[src/rtl/exc_unit.sv]
// Exception sequencer: turns WB-stage exception flags and ERET into registered
// fetch redirects, CP0 entry strobes and the core reset pulse. Optional EXC_COUNT_EN adds an entry counter.
module exc_unit #(
  parameter int          RST_CYCLES   = 4,
  parameter int          FLUSH_CYCLES = 2,
  parameter logic [31:0] RESET_VEC    = 32'hBFC0_0000,
  parameter logic [31:0] EXC_VEC      = 32'hBFC0_0180
) (
  input  logic        CLK,
  input  logic        RESET_N,
  input  logic        ERET,
  input  logic [31:0] EPC_Q,
  input  logic        INTERRUPT,
  input  logic        SYSCALL,
  input  logic        BREAK,
  input  logic        RI,
  input  logic        CPU,
  input  logic        OV,
  input  logic        IBE,
  input  logic        DBE,
  input  logic [31:0] PC_WB,
  input  logic        DELAY_SLOT,
  input  logic        INST_SUBST,
  output logic        E_ENTER,
  output logic        E_USE_VEC,
  output logic        RESET,
  output logic [31:0] VECTOR,
  output logic [31:0] EPC,
  output logic [4:0]  CAUSE
`ifdef EXC_COUNT_EN
  ,
  output logic [15:0] EXC_COUNT
`endif
);

  typedef enum logic [1:0] {RST_HOLD, RUN, FLUSH} state_t;

  localparam int CNT_MAX = (RST_CYCLES > FLUSH_CYCLES) ? RST_CYCLES : FLUSH_CYCLES;
  localparam int CNT_W   = $clog2(CNT_MAX + 1);

  state_t             state;
  logic [CNT_W-1:0]   cnt;
  logic               req;
  logic [4:0]         win_code;
  logic [31:0]        epc_next;

  // Fixed priority: the earliest pipeline fault owns the entry.
  always_comb begin
    req      = IBE | CPU | RI | SYSCALL | BREAK | OV | DBE | INTERRUPT;
    win_code = 5'd0;
    if      (IBE)     win_code = 5'd6;
    else if (CPU)     win_code = 5'd11;
    else if (RI)      win_code = 5'd10;
    else if (SYSCALL) win_code = 5'd8;
    else if (BREAK)   win_code = 5'd9;
    else if (OV)      win_code = 5'd12;
    else if (DBE)     win_code = 5'd7;
    epc_next = DELAY_SLOT ? PC_WB - 32'd4 : PC_WB;
  end

  // NOTE: every register here updates with <= so all outputs change together one cycle after the WB flags.
  always_ff @(posedge CLK or negedge RESET_N) begin
    if (!RESET_N) begin
      state     <= RST_HOLD;
      cnt       <= '0;
      RESET     <= 1'b1;
      E_USE_VEC <= 1'b1;
      VECTOR    <= RESET_VEC;
      E_ENTER   <= 1'b0;
      EPC       <= 32'd0;
      CAUSE     <= 5'd0;
`ifdef EXC_COUNT_EN
      EXC_COUNT <= 16'd0;
`endif
    end else begin
      case (state)
        RST_HOLD: begin
          if (cnt == CNT_W'(RST_CYCLES - 1)) begin
            state     <= RUN;
            cnt       <= '0;
            RESET     <= 1'b0;
            E_USE_VEC <= 1'b0;
          end else begin
            cnt <= cnt + CNT_W'(1);
          end
        end

        RUN: begin
          E_ENTER   <= 1'b0;
          E_USE_VEC <= 1'b0;
          cnt       <= '0;
          if (!INST_SUBST) begin
            if (req) begin
              state     <= FLUSH;
              E_ENTER   <= 1'b1;
              E_USE_VEC <= 1'b1;
              VECTOR    <= EXC_VEC;
              CAUSE     <= win_code;
              EPC       <= epc_next;
`ifdef EXC_COUNT_EN
              if (EXC_COUNT != 16'hFFFF) EXC_COUNT <= EXC_COUNT + 16'd1;
`endif
            end else if (ERET) begin
              state     <= FLUSH;
              E_USE_VEC <= 1'b1;
              VECTOR    <= EPC_Q;
            end
          end
        end

        FLUSH: begin
          E_ENTER   <= 1'b0;
          E_USE_VEC <= 1'b0;
          if (cnt == CNT_W'(FLUSH_CYCLES - 1)) begin
            state <= RUN;
            cnt   <= '0;
          end else begin
            cnt <= cnt + CNT_W'(1);
          end
        end

        default: state <= RST_HOLD;
      endcase
    end
  end

endmodule

[config.mk]
export PLATFORM = sky130hd
export DESIGN_NAME = exc_unit
export DESIGN_NICKNAME = d
export VERILOG_FILES = /design/src/rtl/exc_unit.sv
export SDC_FILE = /design/constraint.sdc
export NUM_CORES = 1
export LEC_CHECK = 0
export CAP_MARGIN = 10
export CORE_MARGIN = 5
export CORE_UTILIZATION = 40
export DETAILED_ROUTE_END_ITERATION = 6
export PLACE_DENSITY = 0.87
export SETUP_SLACK_MARGIN = 0.2
export SLEW_MARGIN = 20
export SYNTH_ARGS = -nofsm -noshare
export SYNTH_HDL_FRONTEND = slang
export SYNTH_SLANG_ARGS = --single-unit
[constraint.sdc]
create_clock -name CLK -period 1.77 [get_ports CLK]
set_clock_uncertainty 0.15 [all_clocks]
set_input_delay 0.2655 -clock CLK [delete_from_list [all_inputs] [get_ports CLK]]
set_output_delay 0.2655 -clock CLK [all_outputs]
set_load 0.02 [all_outputs]
==> summary.md <==
| Metric | Value |
|---|---|
| Die height | `107 microns` |
| Max-cap violations | `0` |
| Initial Util | `41.0%` |
| Worst hold slack | `0.0611 ns` |
| Die area | `11500 sq um` |
| CP Capture Type | `flip-flop` |
| Tcrit/Tclk final | `116%` |
| Initial DRC Count | `316` |
| First-pass GRT wire length | `21.0 mm` |
| Unrepaired setup endpoints after global routing | `yes` |
| Synth top area share | `43.1%` |
| Setup Viol. Count Final | `15` |
| Crit path max fanout | `5` |
| Cell taking the most area after synthesis | `dfrtp_1` |
| Avg WL per Cell | `23.0 microns` |
| Status | `complete, but fails checks` |
| P&R area growth vs syn | `90.1%` |
| WS Path Type | `primary input to flip-flop` |
| Startpoint types | `primary input` |
| Syn nets | `499` |
| Slowest library cell on the worst path | `or4_4` |
| CTS buffer count | `9` |
| Ys Warns | `0` |
| Total power | `9120 uW` |
| CTS tree | `done` |
| CTS Sinks | `76` |
| Initial antenna violation count | `0` |
| Place WS | `-1.15 ns` |
| WP data required | `1.88 ns` |
| Fraction of layout cells with a size suffix above 1 | `44.7%` |
| Nets | `736` |
| Placement Cell Area | `5870 sq um` |
| Fmax | `487 MHz` |
| Largest net degree at the start of global routing | `37` |
| Failing checks | `negative setup slack` |
| Buffers plus inverters on the worst setup path | `1` |
| Worst-path clk slew | `0.08 ns` |
| CP arrival | `2.16 ns` |
| Synth Area per Inst | `9.13 sq um` |
| Final ANT Viol Nets | `0` |
| DRC Markers | `0` |
| Mapped Cells | `413` |
| Final Critical Period | `2.05 ns` |
| Htree depth | `3` |
| GRT Resource Usage Total | `22.8%` |
| Leak Pwr | `0.00318 uW` |
| Via count | `4595` |
| Port buffer count | `147` |
| Worst IR Drop VDD | `0.598 mV` |
| Netlist cell types | `43` |
| GP Congestion | `0.819` |
| Overflow after GRT | `0` |
| Router iterations before antenna repair | `6` |
| Core area | `9200 sq um` |
| FP Rows | `35` |
| IO Pins | `149` |
| Delay of the slowest cell on the worst path | `0.55 ns` |
| CTS max path bufs | `2` |
| Register area share after synthesis | `50.8%` |
| DP HPWL | `9.04 mm` |
| Skew-Pair Late Insertion Delay | `0.36 ns` |
| Crit-path cells | `buf_6 > or4_4 > or4_4 > or4b_1 > a31oi_1` |
| Mapped Area | `3770 sq um` |
| CP dominant cell by count | `or4_4` |
| Drt via density | `5.99` |
| HP Class | `primary input to flip-flop` |
| Final setup margin | `-0.283 ns` |
| Final slew viol count | `0` |
| Pwr per Cell Area | `1270 nW/um^2` |
| Clock root cell | `clkbuf_8` |
| Cell family with most CP delay | `simple AND/OR/NAND/NOR gates` |
| Number of global-route vias before repair | `4181` |
| Post-route cell area | `7170 sq um` |
| Die Wd | `107 microns` |
| #FFs+latches synth | `76` |
| Synth top area cells | `dfrtp_1 (43%), dfstp_2 (7.7%), nand2_1 (7.6%)` |
| Final Hold Fails | `0` |
| WL final | `17.6 mm` |
registers in the layout (all words and copies together) (netlist names):
name,cells
EPC,32
VECTOR,32
CAUSE,4
cnt,3
state,2
E_ENTER,1
E_USE_VEC,1
RESET,1
final timing paths:
path                       cells after the start  slack, ns                 start                     end
min in group asynchronous                      2       0.19               RESET_N  VECTOR[19]$_DFFE_PN0P_
setup / recovery                               5      -0.28             PC_WB[17]     EPC[27]$_DFFE_PN0P_
max in group asynchronous                      3       0.59               RESET_N     EPC[24]$_DFFE_PN0P_
hold / removal                                 3       0.06              PC_WB[8]      EPC[8]$_DFFE_PN0P_
setup reg to reg                               7       0.02  state[1]$_DFFE_PN0P_     EPC[20]$_DFFE_PN0P_
hold reg to reg                                2       0.33    EPC[0]$_DFFE_PN0P_      EPC[0]$_DFFE_PN0P_
layout by cell type, fill, tap and decap left out, types with 7 or more instances in the layout:
master           instances
o31ai_1                 10
buf_4                   65
or3_4                    7
a31oi_1                 18
nand2_4                 23
buf_6                   27
or4_1                    8
o21ai_0                  7
clkdlybuf4s50_1         40
inv_1                    9
or3_1                    7
o21ai_1                  8
nor2_1                  33
o21ai_2                 32
or4_4                   13
nand2_1                 47
buf_2                   24
clkbuf_8                11
dfrtp_1                 64
clkdlybuf4s15_1          9
dlygate4sd2_1           67
dfstp_2                 11
tightest hold or removal path, stage by stage:
cell and delay [ns]:
buf_2 0.10, xnor2_1 0.10, o21ai_0 0.07
where the power goes:
part | switching [uW] | total [uW] | internal, uW
Clock | 705 | 1430 | 728
Sequential | 449 | 2870 | 2420
Combinational | 2650 | 4820 | 2160
Total | 3810 | 9120 | 5320
layout make-up:
cell class                 count  area (sq um)
clock inverter                 5          60.1
antenna                        1          2.50
clock buffer                  11           151
multi-input combinational    305          2550
inverter                      11          41.3
sequential                    76          1920
fill                         518          2030
tap                          111           139
timing repair buffer         247          2310
routing by layer:
metal	GRT usage [%]	routed length, microns	vias up
li1	-	-	1957
met1	26.9	6510	2237
met2	39.2	8660	342
met3	5.72	1790	59
met4	9.86	681	0
met5	0	0	-
metrics by stage:
stage / instances / utilization, % / TNS (ns)
finish: 767 / 77.9 / -2.72
global route: 766 / 77.9 / -3.16
CTS: 747 / 68.4 / -2.28
detailed placement: 703 / 63.9 / -33.72
global placement: 703 / 63.9 / -30.69
floorplan: 413 / - / -8.43
synth_stat cells, drive strengths merged:
library cell / count
a211o: 1
a211oi: 2
a21boi: 1
a21o: 3
a21oi: 4
a22o: 1
a31o: 1
a31oi: 20
a41oi: 1
and2: 1
and4: 1
and4b: 1
buf: 3
clkbuf: 25
conb: 1
dfrtp: 65
dfstp: 11
ha: 9
inv: 11
mux2: 2
mux2i: 1
nand2: 76
nand2b: 2
nand4bb: 1
nor2: 35
nor2b: 3
nor3: 8
nor4: 5
o21a: 1
o21ai: 52
o21bai: 1
o31ai: 14
o41ai: 2
or2: 4
or3: 13
or4: 17
or4b: 3
xnor2: 7
xor2: 4
what timing repair did:
| action | 4_1_cts | 5_1_grt |
|---|---|---|
| setup endpoints to repair | 142 | 78 |
| cloned | 6 | 11 |
| hold buffers | 1 | 0 |
| endpoints found under the hold margin | 43 | 0 |
| buffers inserted | 21 | 8 |
| resized for setup | 257 | 181 |
| pin swaps | 43 | 59 |
cell families (layout without fill, tap and decap cells):
group                      after synthesis  in the layout  synth area share (%)
adders and majority gates                9              9                  2.99
and+or+nand+nor                        170            175                  21.9
DFF                                     76             76                  50.8
buffers and inverters                   39            274                  4.22
other                                    1              2                0.0995
muxes                                    3              3                 0.863
xor gates and xnor gates                11             11                  2.56
AOI/OAI and AO/OA                      104            106                  16.5
Power figures use the tool's default switching activity.
